## src/rtl/bcd_pkg.sv

```systemverilog
// Shared constants and FSM state type for the digit-serial BCD adder.
package bcd_pkg;

  localparam int unsigned DIGIT_W  = 4;
  localparam logic [3:0]  BCD_MAX  = 4'd9;
  localparam logic [4:0]  BCD_CORR = 5'd6;

  typedef enum logic [1:0] {
    IDLE,
    RUN,
    DONE
  } state_e;

endpackage

```

## src/rtl/bcd_adder.sv

```systemverilog
// Combinational single-digit BCD adder: decimal-corrected sum of two digits plus carry.
module bcd_adder
  import bcd_pkg::*;
(
  input  logic [DIGIT_W-1:0] A,
  input  logic [DIGIT_W-1:0] B,
  input  logic               Cin,
  output logic [DIGIT_W-1:0] Sum,
  output logic               Cout
);

  logic [4:0] t;
  logic [4:0] t_corr;

  always_comb begin
    t      = {1'b0, A} + {1'b0, B} + {4'b0, Cin};
    t_corr = t + BCD_CORR;
    if (t > {1'b0, BCD_MAX}) begin
      Sum  = t_corr[3:0];
      Cout = 1'b1;
    end else begin
      Sum  = t[3:0];
      Cout = 1'b0;
    end
  end

endmodule

```

## src/rtl/bcd_serial_adder.sv

```systemverilog
// Digit-serial multi-digit BCD adder, LSD first, with valid/ready on both sides.
// Optional invalid-digit flag enabled by defining BCD_DIGIT_CHECK_EN.
module bcd_serial_adder
  import bcd_pkg::*;
#(
  parameter int unsigned DIGITS = 4
) (
  input  logic                  clk,
  input  logic                  rst_n,
  input  logic                  in_valid,
  output logic                  in_ready,
  input  logic [4*DIGITS-1:0]   a,
  input  logic [4*DIGITS-1:0]   b,
  input  logic                  cin,
  output logic                  out_valid,
  input  logic                  out_ready,
  output logic [4*DIGITS-1:0]   sum,
  output logic                  cout,
  output logic                  err
);

  localparam int unsigned IdxW = (DIGITS > 1) ? $clog2(DIGITS) : 1;

  state_e                state_q;
  logic [4*DIGITS-1:0]   a_q, b_q, sum_q;
  logic [IdxW-1:0]       idx_q;
  logic                  carry_q, cout_q, err_q;

  logic [DIGIT_W-1:0]    a_dig, b_dig, add_sum;
  logic                  add_cout;
  logic                  bad_digit;

  always_comb begin
    a_dig = a_q[DIGIT_W*idx_q +: DIGIT_W];
    b_dig = b_q[DIGIT_W*idx_q +: DIGIT_W];
  end

  bcd_adder u_bcd_adder (
    .A    (a_dig),
    .B    (b_dig),
    .Cin  (carry_q),
    .Sum  (add_sum),
    .Cout (add_cout)
  );

`ifdef BCD_DIGIT_CHECK_EN
  // Flag evaluated on the raw operands so it is ready at the acceptance edge.
  always_comb begin
    bad_digit = 1'b0;
    for (int i = 0; i < DIGITS; i++) begin
      if (a[DIGIT_W*i +: DIGIT_W] > BCD_MAX || b[DIGIT_W*i +: DIGIT_W] > BCD_MAX) begin
        bad_digit = 1'b1;
      end
    end
  end
`else
  assign bad_digit = 1'b0;
`endif

  always_ff @(posedge clk) begin
    if (!rst_n) begin
      state_q <= IDLE;
      a_q     <= '0;
      b_q     <= '0;
      sum_q   <= '0;
      idx_q   <= '0;
      carry_q <= 1'b0;
      cout_q  <= 1'b0;
      err_q   <= 1'b0;
    end else begin
      unique case (state_q)
        IDLE: begin
          if (in_valid) begin
            a_q     <= a;
            b_q     <= b;
            carry_q <= cin;
            idx_q   <= '0;
            sum_q   <= '0;
            cout_q  <= 1'b0;
            err_q   <= bad_digit;
            state_q <= RUN;
          end
        end
        RUN: begin
          sum_q[DIGIT_W*idx_q +: DIGIT_W] <= add_sum;
          carry_q <= add_cout;
          idx_q   <= idx_q + 1'b1;
          if (idx_q == IdxW'(DIGITS - 1)) begin
            cout_q  <= add_cout;
            state_q <= DONE;
          end
        end
        DONE: begin
          if (out_ready) begin
            err_q   <= 1'b0;
            state_q <= IDLE;
          end
        end
        default: state_q <= IDLE;
      endcase
    end
  end

  assign in_ready  = (state_q == IDLE);
  assign out_valid = (state_q == DONE);
  assign sum       = sum_q;
  assign cout      = cout_q;
  assign err       = err_q;

endmodule
```

## config.mk

```make
export PLATFORM = sky130hd
export DESIGN_NAME = bcd_serial_adder
export DESIGN_NICKNAME = d
export VERILOG_FILES = /design/src/rtl/bcd_pkg.sv /design/src/rtl/bcd_adder.sv /design/src/rtl/bcd_serial_adder.sv
export SDC_FILE = /design/constraint.sdc
export NUM_CORES = 1
export LEC_CHECK = 0
export ABC_AREA = 1
export CAP_MARGIN = 20
export CORE_MARGIN = 1
export CORE_UTILIZATION = 30
export CTS_CLUSTER_DIAMETER = 40
export DETAILED_ROUTE_END_ITERATION = 10
export PLACE_DENSITY = 0.57
export SYNTH_ARGS = -nofsm -noshare
export SYNTH_HDL_FRONTEND = slang
export SYNTH_SLANG_ARGS = --single-unit
export TNS_END_PERCENT = 50
```

## constraint.sdc

```tcl
create_clock -name clk -period 4.5 [get_ports clk]
set_input_delay 0.9 -clock clk [delete_from_list [all_inputs] [get_ports clk]]
set_output_delay 0.9 -clock clk [all_outputs]
set_load 0.1 [all_outputs]
```

Word level (Yosys, flattened, before mapping)

Cells that the tools add are included.

Register bits after elaboration: 55
Bits in latches: 0
RAM bits: 0
ROM bits: 0
Bits of input ports: 37
Output and inout port bits: 20
Word-level logic and storage cells: 50
Memories kept: 0

Add/subtract/negate cells: 5
Multipliers: 0
Divide/modulo/power cells: 0
$lt $le $gt $ge: 1
Equal/unequal tests: 6
Shifts and indexed selects: 4
Mux-type cells: 18
Bitwise logic cells: 0
Reduce and logical (&&, ||, !) cells: 8

Operators with widths:

| cell                                                   | count |
|---|---|
| negator 4 -> 34 bit                                    | 1 |
| variable shift 4 x 34 -> 16 bit (first input constant) | 1 |
| variable part select 4 x 34 -> 16 bit                  | 1 |
| case mux 16 bit (2 select lines)                       | 1 |
| variable part select 16 x 5 -> 4 bit                   | 2 |
| bitwise mux 16 bit                                     | 1 |
| 2-to-1 mux 16 bit                                      | 1 |
| AND reduction 3 bit                                    | 3 |
| 2-to-1 mux 2 bit                                       | 4 |
| case mux 1 bit (2 select lines)                        | 3 |
| case mux 2 bit (3 select lines)                        | 1 |
| adder 4 x 4 -> 5 bit                                   | 1 |
| adder 5 x 1 -> 5 bit                                   | 1 |
| > comparator 5 x 4 -> 1 bit (second input constant)    | 1 |
| 2-to-1 mux 1 bit                                       | 5 |
| adder 4 x 3 -> 4 bit (second input constant)           | 1 |
| == test 2 bit (second input constant)                  | 2 |
| 2-to-1 mux 4 bit                                       | 1 |
| != test 2 bit (second input constant)                  | 2 |
| case mux 2 bit (2 select lines)                        | 1 |
| AND reduction 2 bit                                    | 2 |
| nonzero test 2 bit                                     | 2 |
| adder 2 x 1 -> 2 bit (second input constant)           | 1 |
| == test 2 x 1 -> 1 bit (second input constant)         | 1 |
| 2 further kinds                                        | 2 |

Longest topological paths before layout

Gate-level depths: netlist of run 1.

Word-level depth: 8
Mapped depth: 20
Mapped depth without buffers: 19

Modules after synthesis

A second synthesis of run 1 with hierarchy kept.

Cell total of the unflattened synthesis: 389
Area total of the unflattened synthesis: 2675.1 um^2

Modules (own cells, without submodules):

| module           | instances | cells each | area an instance (um^2) | sequential area each (um^2) |
|---|---|---|---|---|
| bcd_serial_adder | 1         | 344        | 2376.0                  | 1081.0 |
| bcd_adder        | 1         | 45         | 299.0                   | 0.0 |

Least setup slack after synthesis of run 1

Ideal clock, no wire load.

Path kind: register to register
From: register idx_q[0]
To: register sum_q[7], in the netlist sum[7]
Setup time: 0.128 ns
Arrival: 2.820 ns
Required time: 4.372 ns
Setup slack: 1.552 ns
Stages on the path, launching flop included: 19
Path buffers: 1
Clock period less this slack: 2.948 ns
Cell sequence: dfxtp_1 > inv_2 > clkbuf_1 > nor2_1 > o22ai_1 > fa_1 > fa_1 > inv_1 > ha_1 > inv_1 > nor2_1 > a21oi_2 > nand2_2 > nand2_4 > nand2_4 > nand4_2 > nor2_1 > nor2_1 > nor2_1

Longest elaborated chain between the ends: 8
Elaborated cells between the ends (all ways): 12
Classes of those cells: add/sub (4); order compare (1); shift (4); mux (3)

RTL lines:

| element                                                                    | RTL line                                       | source |
|---|---|---|
| start, declared                                                            | bcd_serial_adder.sv:26                         | `logic [IdxW-1:0] idx_q;` |
| start signal, assigned                                                     | bcd_serial_adder.sv:87                         | `idx_q <= idx_q + 1'b1;` |
| variable part select 16 x 5 -> 4 bit (on tied branches)                    | bcd_serial_adder.sv:34, bcd_serial_adder.sv:35 |  |
| adder 4 x 4 -> 5 bit                                                       | bcd_adder.sv:16                                | `t = {1'b0, A} + {1'b0, B} + {4'b0, Cin};` |
| adder 5 x 1 -> 5 bit                                                       | bcd_adder.sv:16                                |  |
| adder 4 x 3 -> 4 bit / > comparator 5 x 4 -> 1 bit (equally long branches) | bcd_adder.sv:17, bcd_adder.sv:18               |  |
| 2-to-1 mux 4 bit                                                           | bcd_adder.sv:18                                | `if (t > {1'b0, BCD_MAX}) begin` |
| variable part select 4 x 34 -> 16 bit                                      | bcd_serial_adder.sv:85                         | `sum_q[DIGIT_W*idx_q +: DIGIT_W] <= add_sum;` |
| bitwise mux 16 bit (*)                                                     | bcd_serial_adder.sv:85                         |  |
| case mux 16 bit (2 select lines) (*)                                       | bcd_serial_adder.sv:71                         | `unique case (state_q)` |
| end signal, assigned by index                                              | bcd_serial_adder.sv:85                         |  |
| end, declared                                                              | bcd_serial_adder.sv:25                         | `logic [4*DIGITS-1:0] a_q, b_q, sum_q;` |

Every way passes the cells marked *; elsewhere a longest branch is shown, timed or not.
A chain may end at the register's enable or synchronous reset.

Worst setup path after layout of run 1

From: register idx_q[0]
To: register sum_q[5], in the netlist sum[5]

Same word-level chain as after synthesis.

==> results by group, run 1 <==
Cells and area
  – Inserted Diodes: 0
  – Most common cell after layout, fill and taps aside: nor2_1
  – Fin nets: 456
  – Area Overhead vs Synth: 27.5%
  – Most frequent cells in the layout: nor2_1, clkdlybuf4s50_1, dfxtp_1
  – Filler cells: 869
  – Share of cells above drive strength 1: 0.0805

Clocking
  – Clock Latency Late Sink: 0.30 ns
  – Root Driver: clkbuf_8
  – H-tree Lvls: 2
  – Total CTS buffers: 5
  – # hold bufs at CTS: 0
  – Post-CTS Setup Bufs: 0
  – # resized after CTS: 0
  – Reg clk slew, reported paths: 0.10 ns
  – Clk buf depth: 2
  – Clk sink count: 54
  – CTS tree: built

Global routing
  – Largest net degree at the start of global routing: 38
  – Busiest grt layer: met2
  – GR Overflow Total: 0
  – Global Route met2 Usage: 0.251
  – Vias in the first global route: 2290
  – First-pass GRT wire length: 10500 um
  – Grt met1 use: 0.197
  – Met3 usage: 0.0169
  – Aggregate global-route resource usage: 0.149
  – Antenna violations before repair: 0

Yosys
  – Post-synth EDFFs: 0
  – Syn Nets: 409
  – Syn Area/Cell: 7.15 um^2
  – Mapped cell area: 2590 um^2
  – #FFs+latches synth: 54
  – Syn Inst Count: 362
  – Post-synth cell types: 28
  – Async SR Flop Fraction: 0
  – Area share of the largest cell type after synthesis: 0.417
  – Post-synthesis sequential area ratio: 0.417
  – Area contributors post-synth: dfxtp_1, nor2_1, o21ai_0
  – Primary FF master, synth: dfxtp_1
  – Synth area leader: dfxtp_1
  – Synth warn: 0

Drt
  – DRT iter0 DRCs: 89
  – Avg WL per Cell: 11.8 um
  – Antenna-violating nets left: 0
  – First-pass DRT Iterations: 4
  – DR vias: 2407
  – Routed WL: 6070 um
  – Vias/cell: 4.67
  – # DRC: 0

Die
  – Site row count: 33
  – Die H: 94.9 um
  – Initial Util: 0.312
  – DIE AREA: 9010 um^2
  – Die width: 94.9 um
  – Boundary pin count: 57
  – Core ar.: 8300 um^2

Placement
  – DP Wirelength: 4610 um
  – Worst slack at placement: 1.20 ns
  – # port buffers: 55
  – Final Wtd Congestion: 0.800

Power and ir drop
  – Peak supply drop: 0.119 mV
  – Power per standard cell area: 362 nW/um^2
  – Lkg Pwr: 1.30 nW

STA
  – Crit path time final: 3.34 ns
  – Slew @ Worst Pin: 0.974 ns
  – Final setup margin: 1.16 ns
  – Fin. Hold Viols: 0
  – Max Slew Vio Count: 0
  – F_max: 299 MHz
  – Worst relative slew slack: 0.348
  – Setup TNS: 0 ns
  – Setup violators final: 0
  – RSZ-0062 raised after global routing: false
  – Final Skew: 0.00672 ns
  – Fin crit share: 0.743

Status
  – Status: complete, no violations

Run
  – MaxCap Viol Count: 0

Setup path
  – Critical-path cell list: inv_2 > o21ai_0 > o22ai_1 > fa_1 > fa_1 > inv_1 > ha_1 > inv_1 > nor2_1 > a21oi_2 > nand2_2 > nand2_4 > nand2_2 > nand2_2 > nand4_1 > a21oi_1
  – CP Class: reg2reg
  – CP Max Fanout: 20
  – Cell mode on critical path: nand2_2
  – Buf+Inv Stages, Crit Path: 3
  – Cell family with most CP delay: adder cells
  – Crit. End Element: register
  – Worst setup SP type: register
  – Crit path DAT: 3.57 ns
  – WP data required: 4.73 ns
  – Slowest cell on the critical path: dfxtp_1
  – Crit-path max cell delay: 0.62 ns
  – R2R Setup Slk: 1.16 ns

Worst hold path
  – Hold WC Path Type: reg2reg
worst reg2reg max path: stages (launching register included):
cell     delay, ns
dfxtp_1       0.62
inv_2         0.25
o21ai_0       0.21
o22ai_1       0.11
fa_1          0.46
fa_1          0.54
inv_1         0.07
ha_1          0.19
inv_1         0.07
nor2_1        0.05
a21oi_2       0.11
nand2_2       0.10
nand2_4       0.10
nand2_2       0.05
nand2_2       0.08
nand4_1       0.09
a21oi_1       0.14
registers in the layout (all words and copies together), names as in the netlist:
signal   cells
a_q         16
b_q         16
cout         1
idx_q        2
carry_q      1
state_q      2
sum         16
through the flow:
stage,utilization,power (mW),std cells,hold WS [ns],cell area (um^2)
6_report,0.398,1.20,515,0.464,3300
5_1_grt,0.398,1.28,515,0.489,3300
4_1_cts,0.398,1.22,515,0.469,3300
3_5_place_dp,0.387,0.942,507,0.454,3210
3_3_place_gp,0.387,0.935,507,0.453,3210
2_1_floorplan,-,0.841,362,0.450,2590
logic make-up (layout without fill, tap and decap cells):
family | Yosys count | in the layout | share of synthesized area
other cells | 1 | 1 | 0.00145
compound gates | 83 | 83 | 0.171
buf+inv | 46 | 94 | 0.0710
fa+ha+maj | 10 | 10 | 0.0541
flops | 54 | 54 | 0.417
simple gates | 168 | 168 | 0.286
area by class of cell:
type	instances	area, um^2	area share
tap	105	131	0.0398
multi-input combinational	262	1330	0.401
clock buffer	5	68.8	0.0208
timing repair buffer	57	566	0.171
inverter	29	109	0.0330
sequential	54	1080	0.327
clock inverter	3	21.3	0.00644
worst paths after layout:
| kind | from | to | cells past startpoint |
|---|---|---|---|
| min reg2reg | sum[8] | sum[8] | 2 |
| max | idx_q[0] | sum[5] | 16 |
| min | sum[8] | sum[8] | 2 |
| max reg2reg | idx_q[0] | sum[5] | 16 |
report_power, final:
part	switching (mW)	internal (mW)
Sequential	0.0219	0.511
Combinational	0.256	0.139
Clock	0.159	0.110
Total	0.437	0.760
metal layers:
layer / share of wire / vias up / wire, um
met1: 0.48 / 1097 / 2920
met4: 0.012 / 0 / 71
met5: 0 / - / 0
met2: 0.48 / 38 / 2910
li1: - / 1267 / -
met3: 0.027 / 5 / 161
synthesized netlist by cell type (2+ instances only):
cell type / number
a21oi_1: 20
buf_2: 6
clkbuf_1: 10
dfxtp_1: 54
fa_1: 2
ha_1: 8
inv_1: 24
inv_2: 5
nand2_1: 37
nand2_2: 7
nand2_4: 2
nand3_1: 12
nand4_1: 5
nor2_1: 96
nor2_2: 2
nor2_4: 2
o21ai_0: 52
o22ai_1: 8
(Power assumes the default switching activity.)
==> run 2: changes to the inputs <==
--- a/config.mk
+++ b/config.mk
@@ -11,7 +11,7 @@
 export CORE_UTILIZATION = 30
 export CTS_CLUSTER_DIAMETER = 40
 export DETAILED_ROUTE_END_ITERATION = 10
-export PLACE_DENSITY = 0.57
+export PLACE_DENSITY = 0.59
 export SYNTH_ARGS = -nofsm -noshare
 export SYNTH_HDL_FRONTEND = slang
 export SYNTH_SLANG_ARGS = --single-unit
==> constraint.sdc (replaced) <==
create_clock -name clk -period 2.8 [get_ports clk]
set_input_delay 0.56 -clock clk [delete_from_list [all_inputs] [get_ports clk]]
set_output_delay 0.56 -clock clk [all_outputs]
set_load 0.1 [all_outputs]
==> run 2 against run 1 <==
  * The flow now finishes with violations (setup timing)
  * Final cell count up 3.3%
  * Flip-flop and latch count unchanged
  * Register-to-register slack worse by 1.2 ns
  * Highest routed layer unchanged
  * First-iteration DRC count up 48%
  * Combinational power up 91%
  * Non-clock buffer count up 17
  * Worst hold slack better by 0.0062 ns
  * Clock-buffer cell count unchanged
  * Routed wire length up 7.5%
  * Worst setup slack worse by 1.2 ns
  * Maximum frequency up 19%
  * Die area unchanged
==> results by group, run 2 (synthesis gave the netlist of run 1 again) <==
Status
  – Status: finished with violations (was complete, no violations)
  – Failing checks: setup timing

Cells and area
  – Inserted Diodes: 0 (unchanged)
  – Most frequent cells in the layout: nor2_1, dfxtp_1, o21ai_0 (was nor2_1, clkdlybuf4s50_1, dfxtp_1)
  – Fin area: 3470 um^2 (was 3300 um^2)
  – Share of cells above drive strength 1: 0.206 (was 0.0805)
  – Fin nets: 473 (was 456)
  – Area Overhead vs Synth: 34.1% (was 27.5%)
  – Most common cell after layout, fill and taps aside: nor2_1 (unchanged)

STA
  – Fin. Hold Viols: 0 (unchanged)
  – Slew @ Worst Pin: 0.669 ns (was 0.974 ns)
  – Max Slew Vio Count: 0 (unchanged)
  – Worst relative slew slack: 0.553 (was 0.348)
  – Crit path time final: 2.81 ns (was 3.34 ns)
  – Final setup margin: -0.00758 ns (was 1.16 ns)
  – RSZ-0062 raised after global routing: true (was false)
  – Setup violators final: 1 (was 0)
  – F_max: 356 MHz (was 299 MHz)
  – Final Skew: 0.00883 ns (was 0.00672 ns)
  – Fin crit share: 1.00 (was 0.743)

Setup path
  – Crit. End Element: register (unchanged)
  – WP data required: 3.04 ns (was 4.73 ns)
  – R2r startpoint: idx_q[0] (unchanged)
  – Slowest cell on the critical path: fa_2 (was dfxtp_1)
  – CP Max Fanout: 4 (was 20)
  – CP Launch Point: idx_q[0] (unchanged)
  – CP Class: reg2reg (unchanged)
  – Cell mode on critical path: nand2_2 (unchanged)
  – Crit path DAT: 3.05 ns (was 3.57 ns)
  – Worst setup SP type: register (unchanged)
  – Critical-path cell list: buf_6 > nor2_1 > o22ai_2 > fa_2 > fa_2 > inv_2 > ha_4 > inv_2 > nor2_1 > a21oi_2 > nand2_2 > nand2_4 > nand2_2 > nand2_2 > nand4_1 > a21oi_2 (was inv_2 > o21ai_0 > o22ai_1 > fa_1 > fa_1 > inv_1 > ha_1 > inv_1 > nor2_1 > a21oi_2 > nand2_2 > nand2_4 > nand2_2 > nand2_2 > nand4_1 > a21oi_1)
  – Crit-path max cell delay: 0.59 ns (was 0.62 ns)

Placement
  – # port buffers: 55 (unchanged)
  – DP Wirelength: 4900 um (was 4610 um)
  – Area after DPL: 3250 um^2 (was 3210 um^2)
  – Final Wtd Congestion: 0.852 (was 0.800)

Clocking
  – # hold bufs at CTS: 0 (unchanged)
  – Clock Latency Late Sink: 0.31 ns (was 0.30 ns)
  – Total CTS buffers: 5 (unchanged)
  – Root Driver: clkbuf_8 (unchanged)
  – Clk buf depth: 2 (unchanged)
  – H-tree Lvls: 2 (unchanged)
  – CTS tree: built (unchanged)
  – Reg clk slew, reported paths: 0.11 ns (was 0.10 ns)
  – Clk sink count: 54 (unchanged)

Drt
  – Routed WL: 6520 um (was 6070 um)
  – Avg WL per Cell: 12.3 um (was 11.8 um)
  – # DRC: 0 (unchanged)
  – DR vias: 2451 (was 2407)
  – First-pass DRT Iterations: 4 (unchanged)
  – Antenna-violating nets left: 0 (unchanged)
  – Vias/cell: 4.61 (was 4.67)
  – DRT iter0 DRCs: 132 (was 89)

Global routing
  – GR Overflow Total: 0 (unchanged)
  – Largest net degree at the start of global routing: 34 (was 38)
  – First-pass GRT wire length: 10800 um (was 10500 um)
  – Aggregate global-route resource usage: 0.153 (was 0.149)
  – Antenna violations before repair: 0 (unchanged)
  – Vias in the first global route: 2342 (was 2290)

Die
  – Initial Util: 0.312 (unchanged)
  – Die width: 94.9 um (unchanged)
  – Boundary pin count: 57 (unchanged)
  – Die H: 94.9 um (unchanged)
  – Site row count: 33 (unchanged)
  – Core ar.: 8300 um^2 (unchanged)
  – DIE AREA: 9010 um^2 (unchanged)

Power and ir drop
  – Peak supply drop: 0.201 mV (was 0.119 mV)
  – Power per standard cell area: 598 nW/um^2 (was 362 nW/um^2)
  – Total power: 2.08 mW (was 1.20 mW)
  – Lkg Pwr: 1.43 nW (was 1.30 nW)

Run
  – MaxCap Viol Count: 0 (unchanged)

Worst hold path
  – Hold WC Path Type: reg2reg (unchanged)
  – Hold path start: sum[0] (was sum[8])
-- run 2: cell types whose count changed in the layout (fill, tap and decap cells not counted), sizes merged --
cell / previous run / this run
buf: 2 / 38
inv: 29 / 31
clkinvlp: 1 / 0
clkdlybuf4s50: 55 / 36
clkinv: 2 / 1
-- run 2: final cells by class --
type / count / area [um^2]
Inverter: 29 / 109
Fill cell: 851 / 4830
Clock buffer: 5 / 68.8
Sequential cell: 54 / 1090
Clock inverter: 3 / 28.8
Multi-Input combinational cell: 262 / 1400
Timing Repair Buffer: 74 / 649
Tap cell: 105 / 131
-- run 2: routing by layer --
layer  GRT usage  vias to the layer above  routed length (um)  share of wire
met1       0.208                     1103                3180           0.49
met4      0.0480                        0                  93          0.014
met2       0.249                       38                3060           0.47
met5           0                        -                   0              0
met3      0.0242                       11                 190          0.029
li1            -                     1299                   -              -
-- run 2: critical path: cells and delay by family, from the launching register on --
| family | cells | cell delay, ns |
|---|---|---|
| and+or+nand+nor | 7 | 0.62 |
| DFF | 1 | 0.38 |
| adders and majority gates | 3 | 1.15 |
| AOI/OAI and AO/OA | 3 | 0.37 |
| buffers and inverters | 3 | 0.22 |
-- run 2: through the flow --
step	std cells	util	hold slack (ns)	TNS, ns	worst slack (ns)
3_5_place_dp	518	0.392	0.456	-0.177	-0.0324
2_1_floorplan	362	-	0.450	0	0.0455
5_1_grt	532	0.419	0.496	-1.59	-0.167
3_3_place_gp	518	0.392	0.452	0	0.111
4_1_cts	529	0.409	0.471	0	0.00814
6_report	532	0.419	0.470	-0.00758	-0.00758
-- run 2: final timing paths --
path            end  slack [ns]  cells after the start
max          sum[5]      -0.008                     16
min          sum[0]        0.47                      2
max reg2reg  sum[5]      -0.008                     16
min reg2reg  sum[0]        0.47                      2
-- run 2: where the power goes --
| part | switching, mW | total (mW) | internal [mW] |
|---|---|---|---|
| registers | 0.0331 | 0.854 | 0.821 |
| logic | 0.461 | 0.754 | 0.293 |
| clock network | 0.282 | 0.470 | 0.188 |
-- run 2: what timing repair did --
item | in CTS | in global routing
setup buffers | 3 | 3
pin swaps | 5 | 8
resized for setup | 10 | 16
endpoints found under the setup margin | 10 | 14
